**config.mk**
```make
export PLATFORM = sky130hd
export DESIGN_NAME = fwd_ctrl
export DESIGN_NICKNAME = d
export VERILOG_FILES = /design/src/rtl/fwd_ctrl.sv
export SDC_FILE = /design/constraint.sdc
export NUM_CORES = 1
export LEC_CHECK = 0
export ABC_AREA = 1
export CORE_MARGIN = 4
export CORE_UTILIZATION = 35
export CTS_CLUSTER_SIZE = 24
export DETAILED_ROUTE_END_ITERATION = 12
export HOLD_SLACK_MARGIN = 0.08
export PLACE_DENSITY = 0.52
export REMOVE_ABC_BUFFERS = 1
export SLEW_MARGIN = 20
export SYNTH_ARGS = -nofsm -noshare
export SYNTH_HDL_FRONTEND = slang
export SYNTH_SLANG_ARGS = --single-unit
```
**constraint.sdc**
```tcl
create_clock -name clk -period 1.6 [get_ports clk]
set_input_delay 0.24 -clock clk [delete_from_list [all_inputs] [get_ports clk]]
set_output_delay 0.24 -clock clk [all_outputs]
set_load 0.01 [all_outputs]
```
**src/rtl/fwd_ctrl.sv**
```systemverilog
// Operand-forwarding and load-use hazard controller for the 5-stage pipeline.
// Tracks EX/MEM/WB destination info and drives the ALU operand mux selects and the stall line.
module fwd_ctrl #(
    parameter int REG_W = 5,
    parameter int CNT_W = 16
) (
    input  logic             clk,
    input  logic             rst_n,
    input  logic             id_valid,
    input  logic [REG_W-1:0] id_rs,
    input  logic [REG_W-1:0] id_rt,
    input  logic             id_uses_rt,
    input  logic [REG_W-1:0] id_rd,
    input  logic             id_reg_write,
    input  logic             id_mem_read,
    input  logic             flush,
    output logic [1:0]       fwd_a_sel,
    output logic [1:0]       fwd_b_sel,
    output logic             stall,
    output logic [CNT_W-1:0] stall_count
);

    localparam logic [1:0] SEL_RF  = 2'd0;
    localparam logic [1:0] SEL_MEM = 2'd1;
    localparam logic [1:0] SEL_WB  = 2'd2;

    localparam logic [CNT_W-1:0] CNT_MAX = {CNT_W{1'b1}};

    logic             ex_valid;
    logic             ex_reg_write;
    logic             ex_mem_read;
    logic [REG_W-1:0] ex_rd;
    logic [REG_W-1:0] ex_rs;
    logic [REG_W-1:0] ex_rt;
    logic             ex_uses_rt;

    logic             mem_valid;
    logic             mem_reg_write;
    logic [REG_W-1:0] mem_rd;

    logic             wb_valid;
    logic             wb_reg_write;
    logic [REG_W-1:0] wb_rd;

    logic             capture;
    logic             mem_hit_a;
    logic             wb_hit_a;
    logic             mem_hit_b;
    logic             wb_hit_b;
    logic             load_hit;

    // Register 0 is hardwired, so a stage writing it never produces a usable value.
    function automatic logic stage_writes(
        input logic             valid,
        input logic             reg_write,
        input logic [REG_W-1:0] rd,
        input logic [REG_W-1:0] r
    );
        return valid && reg_write && (rd == r) && (r != '0);
    endfunction

    always_comb begin
        mem_hit_a = stage_writes(mem_valid, mem_reg_write, mem_rd, ex_rs);
        wb_hit_a  = stage_writes(wb_valid,  wb_reg_write,  wb_rd,  ex_rs);
        mem_hit_b = stage_writes(mem_valid, mem_reg_write, mem_rd, ex_rt);
        wb_hit_b  = stage_writes(wb_valid,  wb_reg_write,  wb_rd,  ex_rt);
    end

    // MEM is checked first because it holds the youngest copy of the register.
    always_comb begin
        fwd_a_sel = SEL_RF;
        fwd_b_sel = SEL_RF;
        if (ex_valid) begin
            if (mem_hit_a) begin
                fwd_a_sel = SEL_MEM;
            end else if (wb_hit_a) begin
                fwd_a_sel = SEL_WB;
            end
            if (ex_uses_rt) begin
                if (mem_hit_b) begin
                    fwd_b_sel = SEL_MEM;
                end else if (wb_hit_b) begin
                    fwd_b_sel = SEL_WB;
                end
            end
        end
    end

    // A load in EX cannot forward until it reaches MEM/WB, so its dependent waits one cycle.
    always_comb begin
        load_hit = (ex_rd == id_rs) || (id_uses_rt && (ex_rd == id_rt));
        stall    = id_valid && !flush && ex_valid && ex_mem_read &&
                   (ex_rd != '0) && load_hit;
        capture  = id_valid && !stall && !flush;
    end

    always_ff @(posedge clk or negedge rst_n) begin
        if (!rst_n) begin
            ex_valid     <= 1'b0;
            ex_reg_write <= 1'b0;
            ex_mem_read  <= 1'b0;
            ex_rd        <= '0;
            ex_rs        <= '0;
            ex_rt        <= '0;
            ex_uses_rt   <= 1'b0;
        end else begin
            ex_valid <= capture;
            if (capture) begin
                ex_reg_write <= id_reg_write;
                ex_mem_read  <= id_mem_read;
                ex_rd        <= id_rd;
                ex_rs        <= id_rs;
                ex_rt        <= id_rt;
                ex_uses_rt   <= id_uses_rt;
            end
        end
    end

    always_ff @(posedge clk or negedge rst_n) begin
        if (!rst_n) begin
            mem_valid     <= 1'b0;
            mem_reg_write <= 1'b0;
            mem_rd        <= '0;
            wb_valid      <= 1'b0;
            wb_reg_write  <= 1'b0;
            wb_rd         <= '0;
        end else begin
            mem_valid     <= ex_valid;
            mem_reg_write <= ex_reg_write;
            mem_rd        <= ex_rd;
            wb_valid      <= mem_valid;
            wb_reg_write  <= mem_reg_write;
            wb_rd         <= mem_rd;
        end
    end

    always_ff @(posedge clk or negedge rst_n) begin
        if (!rst_n) begin
            stall_count <= '0;
        end else if (stall && (stall_count != CNT_MAX)) begin
            stall_count <= stall_count + CNT_W'(1);
        end
    end

endmodule

```
==> results of run 1 <==
==> worst max-delay path by stage <==
| stage | startpoint | endpoint |
|---|---|---|
| 6_report | ex_rt[4]$_DFFE_PN0P_ | fwd_b_sel[0] |
| 5_1_grt | ex_rt[3]$_DFFE_PN0P_ | fwd_b_sel[1] |
| 4_1_cts | ex_rt[4]$_DFFE_PN0P_ | fwd_b_sel[1] |
| 3_5_place_dp | id_rt[1] | stall |
| 3_3_place_gp | id_rt[0] | stall |
| 2_1_floorplan | stall_count[0]$_DFFE_PN0P_ | stall_count[13]$_DFFE_PN0P_ |
==> per-layer routing <==
layer  vias to the layer above  global-route usage
li1                       1408                   -
met5                         -                   0
met4                         0              0.0432
met2                        65               0.235
met3                        10              0.0353
met1                      1256               0.237
==> critical path, cell delays in order (launching register included) <==
cell and delay (ns):
dfrtp_1 0.42, inv_2 0.11, o22ai_2 0.08, nor3_2 0.15, nand3_1 0.12, nor3_2 0.19, buf_2 0.15
==> flip-flops by register name (all words and copies together) (netlist names), 5 cells and up <==
register / flops
ex_rt: 5
wb_rd: 5
stall_count: 16
mem_rd: 5
ex_rs: 5
ex_rd: 5
==> layout make-up <==
type / count / area (µm²) / share of cell area
Clock buffer: 7 / 86.3 / 0.0202
Clock inverter: 1 / 30.0 / 0.00702
Inverter: 39 / 146 / 0.0342
Multi-Input combinational cell: 276 / 1550 / 0.361
Sequential cell: 49 / 1250 / 0.293
Tap cell: 102 / 128 / 0.0298
Timing Repair Buffer: 103 / 1090 / 0.255
==> metrics by stage <==
stage	setup TNS, ns	instances	util	setup slack, ns	hold WS [ns]
2_1_floorplan	-0.510	363	-	-0.0390	-0.0556
3_3_place_gp	-12.06	543	0.462	-0.502	0.250
3_5_place_dp	-12.37	543	0.462	-0.511	0.254
4_1_cts	-0.697	563	0.498	-0.143	0.387
5_1_grt	-1.96	577	0.557	-0.285	0.274
6_report	-0.616	577	0.557	-0.166	0.273
==> cells in the mapped netlist <==
master	number
nand4_1	23
or2_2	1
a211oi_1	1
nand2_4	3
o22ai_1	3
nand3_1	35
nand3_2	4
nor2_2	1
nor2_1	29
clkbuf_1	1
xnor2_1	10
nor3_1	13
buf_2	2
inv_1	32
nand2_1	136
buf_4	1
buf_6	3
xor2_1	7
or2_1	1
o21ai_0	2
ha_1	1
nor3_2	1
buf_1	1
a22o_1	1
inv_2	7
dfrtp_1	49
a21oi_1	3
==> kinds of logic after synthesis <==
kind of cell | synth area share
flops | 0.444
simple gates | 0.401
compound gates | 0.0218
fa+ha+maj | 0.00453
buf+inv | 0.0744
xor+xnor | 0.0540
==> what timing repair did <==
action                                 in CTS  in global routing
pin swaps                                  16                 17
setup buffers                              11                  7
hold buffers                                1                  0
cloned                                      0                  8
resized for setup                          54                 67
endpoints found under the hold margin      49                  0
setup endpoints to repair                  31                 49
==> power by group <==
part           switching (W)  internal, W  total [W]
combinational       0.000323     0.000385   0.000707
clock               0.000417     0.000510   0.000927
sequential          0.000121      0.00135    0.00147
==> results.toml, run 1 <==
[outcome]
status = "complete, but fails checks"
failed_checks = "setup timing"

[logic_synthesis]
synthCells = 371
ys_seq_area_frac = 0.444
synth-seq-cells = 49
yosysTopAreaCell = "dfrtp_1"
synth_area_um2 = 2760
synth_top_area_frac = 0.444
synth_cell_type_count = 27
yosysWarnings = 0
synth_area_per_cell_um2 = 7.44
yosys-top-cells-area = "dfrtp_1 44%, nand2_1 19%, nand3_1 6.3%"

[detailed_routing]
post-route-drc-count = 0
wl_met3_um = 429
drt_iter0_drc = 222
final_antenna_net_count = 0
route.met2.wl_um = 3610
post_drt_via_cell_ratio = 4.75
num_vias = 2739
firstDrtPassIters = 4
dr.max_layer_used = "met4"
wl_met1_um = 3950
routed_wirelength_um = 8110
wl_per_cell_um = 14.1

[hold_path]
hold_start = "id_rt[0]"
hold_class = "in2reg"
min_to = "ex_rt[0]$_DFFE_PN0P_"
hold_depth = 3

[global_routing]
grt_pass1_vias = 2408
grt_pass1_wl_um = 12200
antenna_found_initial = 0
track_usage = 0.160
grt_max_degree = 50
grt_overflow = 0

[worst_setup_path]
cp-end-kind = "output pin"
r2r-start = "ex_rd[0]$_DFFE_PN0P_"
cp.arrival_ns = 1.53
reg2reg_depth = 11
path_class = "reg2out"
rr_endpoint = "stall_count[14]$_DFFE_PN0P_"
start_kind = "flip-flop"
rrSetupSlack_ns = 0.02
crit_required_ns = 1.36
cp_max_fo = 5

[final_layout]
design_area_um2 = 4280
antennaDiodeCount = 0
mostFrequentLayoutCell = "nand2_1"
syn2layout_area_growth_pct = 55.1
drive_gt1_frac = 0.341
layout_common_cells = "119 x nand2_1, 40 x buf_4, 29 x clkdlybuf4s50_1"
fin_nets = 497
fill_cells = 735

[clock_tree]
clock-sinks = 49
clkTransAtPathRegs_ns = 0.09
tritoncts = "yes"
cts_max_level = 2
cts_inserted_buffers = 5
cts.path.max_buffers = 2
clk_latency_ns = 0.31
cts_root_buf = "clkbuf_8"

[floorplanning]
io_pins = 43
die_h_um = 96.8
row_count = 32
start_util = 0.359
dieArea_um2 = 9370
fp.coreArea_um2 = 7690
die_x_um = 96.8

[timing]
period_share = 1.10
finalHoldViolations = 0
clock.fmax_ghz = 0.566
rsz0062_at_grt = "true"
slew_headroom = 0.764
worst_pin_slew_ns = 0.353
slew_viol_final = 0
setup_viol = 5
period_needed_ns = 1.77
fin_worst_skew_ns = 0.00624
fin_ws_ns = -0.166

[job]
maxCapViolCount = 0

[pwr]
vdd_ir_drop_max_uv = 398
p_per_area_nw_per_um2 = 724
power_w = 0.00310
leakage_nw = 2.10

[placement]
place_hpwl_um = 5380
place_area_um2 = 3550
gp_congestion = 0.848
io_buffers = 42
(Power assumes the default switching activity.)
==> run 2: changes to the inputs <==
--- a/config.mk
+++ b/config.mk
@@ -13,7 +13,6 @@
 export HOLD_SLACK_MARGIN = 0.08
 export PLACE_DENSITY = 0.52
 export REMOVE_ABC_BUFFERS = 1
-export SLEW_MARGIN = 20
 export SYNTH_ARGS = -nofsm -noshare
 export SYNTH_HDL_FRONTEND = slang
 export SYNTH_SLANG_ARGS = --single-unit
==> constraint.sdc (replaced) <==
create_clock -name clk -period 1.89 [get_ports clk]
set_input_delay 0.2835 -clock clk [delete_from_list [all_inputs] [get_ports clk]]
set_output_delay 0.2835 -clock clk [all_outputs]
set_load 0.01 [all_outputs]
==> run 2 against run 1 <==
  * The flow now finishes without violations
  * Global-route usage is 0.48 points lower
  * Sequential share of layout area is 4.7 points higher
  * Core utilization is 8.4 points lower
  * Clock-buffer cell count is 2 lower
  * Routed wire length is 10% lower
  * Total power is 23% lower
  * Non-clock buffer count is 32 lower
  * Critical path depth stayed put
  * Critical path type unchanged
  * Critical endpoint is now fwd_a_sel[1]
  * Largest cell class unchanged
==> results.toml, run 2 (synthesized netlist as in run 1, its figures left out) <==
[worst_setup_path]
rrSetupSlack_ns = 0.20
cp-end-kind = "output pin"
start_kind = "flip-flop"
crit_required_ns = 1.61
crit_family = "simple AND/OR/NAND/NOR gates"
cp_max_fo = 5
slowest_stage = "dfrtp_1"
slowest_delay_ns = 0.47
critPathBufInv = 1
cp.arrival_ns = 1.52
path_class = "reg2out"
path_cells = "nor3_2 > nand3_1 > nand2_2 > nor2_1 > nor3_1 > buf_2"

[timing]
slew_viol_final = 0
finalHoldViolations = 0
fin_worst_skew_ns = 0.0120
period_share = 0.956
setup_viol = 0
period_needed_ns = 1.81
slew_headroom = 0.776
worst_pin_slew_ns = 0.335
clock.fmax_ghz = 0.554

[final_layout]
fin_nets = 464
largest-register = "stall_count"
largest_reg_flops = 16
drive_gt1_frac = 0.190
syn2layout_area_growth_pct = 31.8
design_area_um2 = 3640
antennaDiodeCount = 0
fill_cells = 790
layout_common_cells = "135 x nand2_1, 41 x dfrtp_1, 35 x nand3_1"
mostFrequentLayoutCell = "nand2_1"

[detailed_routing]
wl_met1_um = 3740
dr.max_layer_used = "met4"
wl_met3_um = 284
routed_wirelength_um = 7300
post_drt_via_cell_ratio = 4.83
final_antenna_net_count = 0
num_vias = 2627
route.met2.wl_um = 3200
drt_iter0_drc = 102
firstDrtPassIters = 4
wl_per_cell_um = 13.4
post-route-drc-count = 0

[clock_tree]
clk_latency_ns = 0.31
cts_inserted_buffers = 5
clock-sinks = 49
clkTransAtPathRegs_ns = 0.10
cts_max_level = 2
cts_root_buf = "clkbuf_8"
cts.path.max_buffers = 2
tritoncts = "yes"

[global_routing]
track_usage = 0.155
grt_max_degree = 50
grt_pass1_wl_um = 12100
antenna_found_initial = 0
grt_overflow = 0
grt_pass1_vias = 2392

[placement]
io_buffers = 42
place_area_um2 = 3400
gp_congestion = 0.873
place_hpwl_um = 5170

[floorplanning]
die_x_um = 96.8
row_count = 32
dieArea_um2 = 9370
start_util = 0.359
fp.coreArea_um2 = 7690
io_pins = 43
die_h_um = 96.8

[job]
maxCapViolCount = 0

[pwr]
p_comb_frac = 0.190
p_int_w = 0.00164
power_w = 0.00238
power.share.clock = 0.288
swShare = 0.312
leakage_nw = 1.80
vdd_ir_drop_max_uv = 311
p_per_area_nw_per_um2 = 655
p_sw_w = 0.000742
p_seq_frac = 0.522

[outcome]
status = "finished, final reports clean"

[hold_path]
hold_class = "in2reg"
[run 2: changes by cell type in the layout (fill, tap and decap cells not counted), moves of 5 or more]
cell / before / now
buf_12: 7 / 2
buf_4: 40 / 26
buf_6: 7 / 0
clkbuf_16: 6 / 0
dfrtp_1: 28 / 41
dfrtp_2: 21 / 8
nand2_1: 119 / 135
nand2_2: 16 / 1
nand3_1: 26 / 35
nand3_2: 11 / 4
[run 2: timing repair]
item	4_1_cts	5_1_grt
setup buffers	4	7
gates cloned	0	0
hold buffers	1	0
setup endpoints to repair	5	5
hold endpoints to repair	49	0
pin swaps	0	18
gates resized for setup	18	32
[run 2: path summary, 6_finish.rpt]
kind / start / endpoint / cells past startpoint
setup / recovery: ex_rs[3]$_DFFE_PN0P_ / fwd_a_sel[1] / 6
hold / removal: id_rs[1] / ex_rs[1]$_DFFE_PN0P_ / 3
setup reg to reg: ex_rd[3]$_DFFE_PN0P_ / ex_uses_rt$_DFFE_PN0P_ / 9
hold reg to reg: ex_reg_write$_DFFE_PN0P_ / mem_reg_write$_DFF_PN0_ / 0
max in group asynchronous: rst_n / ex_rs[4]$_DFFE_PN0P_ / 3
min in group asynchronous: rst_n / wb_rd[2]$_DFF_PN0_ / 3
[run 2: tightest hold or removal path: cells and delay by family]
kind / cells / cell delay (ns)
AND/OR/NAND/NOR: 2 / 0.14
buffers and inverters: 1 / 0.15
[run 2: final cells by class]
cell class / instances / area, µm² / area share
clock inverter: 3 / 28.8 / 0.00791
clock buffer: 5 / 68.8 / 0.0189
tap: 102 / 128 / 0.0351
inverter: 39 / 146 / 0.0403
multi-input combinational: 275 / 1390 / 0.381
sequential: 49 / 1240 / 0.340
timing repair buffer: 71 / 643 / 0.177
[run 2: stage by stage]
step	utilization	std cells	hold WS (ns)	setup TNS, ns	worst slack, ns
finish	0.473	544	0.293	0	0.0839
global route	0.473	544	0.308	-0.0219	-0.0125
CTS	0.462	538	0.387	-0.0216	-0.0216
detailed placement	0.443	525	0.297	-5.90	-0.350
global placement	0.443	525	0.297	-6.14	-0.354
floorplan	-	363	-0.0121	0	0.251
[run 2: metal layers]
metal / GRT usage / vias to the layer above
met2: 0.227 / 51
met4: 0.0400 / 0
met3: 0.0274 / 6
met5: 0 / -
met1: 0.236 / 1229
li1: - / 1341
[run 2: power groups by stage]
stage          clock network (W)  registers [W]  logic [W]
6_report                0.000685        0.00124   0.000453
5_1_grt                 0.000748        0.00126   0.000511
4_1_cts                 0.000710        0.00123   0.000414
3_5_place_dp                   0        0.00125   0.000392
3_3_place_gp                   0        0.00125   0.000389
2_1_floorplan                  0        0.00123   0.000226
==> run 3: changes to the inputs <==
--- a/config.mk
+++ b/config.mk
@@ -6,6 +6,7 @@
 export NUM_CORES = 1
 export LEC_CHECK = 0
 export ABC_AREA = 1
+export CAP_MARGIN = 20
 export CORE_MARGIN = 4
 export CORE_UTILIZATION = 35
 export CTS_CLUSTER_SIZE = 24
@@ -13,6 +14,7 @@
 export HOLD_SLACK_MARGIN = 0.08
 export PLACE_DENSITY = 0.52
 export REMOVE_ABC_BUFFERS = 1
+export SETUP_SLACK_MARGIN = 0.05
 export SYNTH_ARGS = -nofsm -noshare
 export SYNTH_HDL_FRONTEND = slang
 export SYNTH_SLANG_ARGS = --single-unit
==> run 3 against run 2 <==
  * Final area decreased by 1.6%
  * Die area unchanged
  * Maximum frequency decreased by 0.61%
  * Largest power group unchanged
  * Clock power about the same
  * Critical endpoint is now stall
  * Clock skew decreased by 0.0013 ns
==> results.toml, run 3 (synthesized netlist as in run 1, its figures left out) <==
[outcome]
status = "finished, final reports clean"

[final_layout]
final_util = 0.465
fin_nets = 463
largest_reg_flops = 16
layout_common_cells = "136 x nand2_1, 42 x dfrtp_1, 35 x nand3_1"
largest-register = "stall_count"
final_cells = 543
regArea_um2 = 1230
mostFrequentLayoutCell = "nand2_1"
antennaDiodeCount = 0
multi_input_area_um2 = 1340
fill_cells = 800
syn2layout_area_growth_pct = 29.7
drive_gt1_frac = 0.159

[global_routing]
track_usage = 0.155
grt_max_degree = 50
grt_overflow = 0
grt_pass1_wl_um = 12100
grt_pass1_vias = 2388
antenna_found_initial = 0

[floorplanning]
start_util = 0.359
io_pins = 43
dieArea_um2 = 9370
die_h_um = 96.8
die_x_um = 96.8
row_count = 32
fp.coreArea_um2 = 7690

[worst_setup_path]
slowest_stage = "dfrtp_2"
cp-end-kind = "output pin"
cp.arrival_ns = 1.53
path_cells = "nand2_1 > nand2_1 > nor2_1 > nand3_1 > nand2_4 > nand2_4 > inv_1 > clkdlybuf4s15_2"
path_class = "reg2out"
slowest_delay_ns = 0.47
cp_max_fo = 6
start_kind = "flip-flop"
crit_required_ns = 1.61

[clock_tree]
clkTransAtPathRegs_ns = 0.11
cts_root_buf = "clkbuf_8"
tritoncts = "yes"
cts_inserted_buffers = 5
cts_max_level = 2
clk_latency_ns = 0.31
clock-sinks = 49
cts.path.max_buffers = 2

[timing]
slew_headroom = 0.776
worst_pin_slew_ns = 0.335
fin_worst_skew_ns = 0.0108
clock.fmax_ghz = 0.550
finalHoldViolations = 0
slew_viol_final = 0
setup_viol = 0
rsz0062_at_grt = "true"
setup_tns_ns = 0
period_needed_ns = 1.82
period_share = 0.961

[placement]
dpl.cell_count = 525
io_buffers = 42
gp_congestion = 0.873
place_hpwl_um = 5170

[pwr]
p_per_area_nw_per_um2 = 657
leakage_nw = 1.76
power_w = 0.00235
vdd_ir_drop_max_uv = 311

[detailed_routing]
drt_iter0_drc = 108
post_drt_via_cell_ratio = 4.80
post-route-drc-count = 0
final_antenna_net_count = 0
wl_per_cell_um = 13.2
routed_wirelength_um = 7180
firstDrtPassIters = 4
num_vias = 2609

[hold_path]
hold_class = "reg2reg"

[job]
maxCapViolCount = 0
-- run 3: where the power goes --
| group | internal (W) | leakage (nW) | total [W] | switching [W] |
|---|---|---|---|---|
| Clock | 0.000278 | 0.0506 | 0.000686 | 0.000408 |
| Sequential | 0.00114 | 0.625 | 0.00124 | 0.000100 |
| Combinational | 0.000212 | 1.09 | 0.000429 | 0.000217 |
-- run 3: cell type report --
class | instances | area share
clock buffer | 5 | 0.0192
inverter | 39 | 0.0409
clock inverter | 3 | 0.00804
tap | 102 | 0.0357
sequential | 49 | 0.345
multi-input combinational | 275 | 0.375
timing repair buffer | 70 | 0.176
-- run 3: what timing repair did --
| item | CTS | global route |
|---|---|---|
| setup endpoints to repair | 5 | 12 |
| gates resized for setup | 31 | 8 |
| setup buffers | 6 | 3 |
| pin swaps | 2 | 13 |
| hold buffers | 1 | 0 |
| endpoints found under the hold margin | 49 | 0 |
-- run 3: worst paths after layout --
kind	depth (start not counted)	from	end	slack, ns
min in group asynchronous	3	rst_n	wb_rd[3]$_DFF_PN0_	0.47
max in group asynchronous	3	rst_n	ex_rs[4]$_DFFE_PN0P_	1.16
min	0	ex_reg_write$_DFFE_PN0P_	mem_reg_write$_DFF_PN0_	0.39
max reg2reg	9	ex_rd[3]$_DFFE_PN0P_	ex_uses_rt$_DFFE_PN0P_	0.19
min reg2reg	0	ex_reg_write$_DFFE_PN0P_	mem_reg_write$_DFF_PN0_	0.39
max	8	ex_rd[3]$_DFFE_PN0P_	stall	0.07
-- run 3: critical path, delay by kind of cell, from the launching register on --
| kind | cells | cell delay [ns] |
|---|---|---|
| buffers and inverters | 2 | 0.26 |
| DFF | 1 | 0.47 |
| and+or+nand+nor | 6 | 0.50 |
-- run 3: through the flow --
step	cell area [µm²]	setup WS (ns)	hold WS (ns)
after CTS	3540	0.0507	0.387
after floorplan	2700	0.251	-0.0121
after detailed placement	3400	-0.350	0.297
after global routing	3580	-0.0571	0.392
after global placement	3400	-0.354	0.297
final	3580	0.0728	0.391
-- run 3: routing by layer --
metal,GRT usage,routed length [µm],up-vias
li1,-,-,1341
met1,0.237,3740,1212
met2,0.226,3110,48
met3,0.0274,262,8
met4,0.0400,78,0
met5,0,0,-
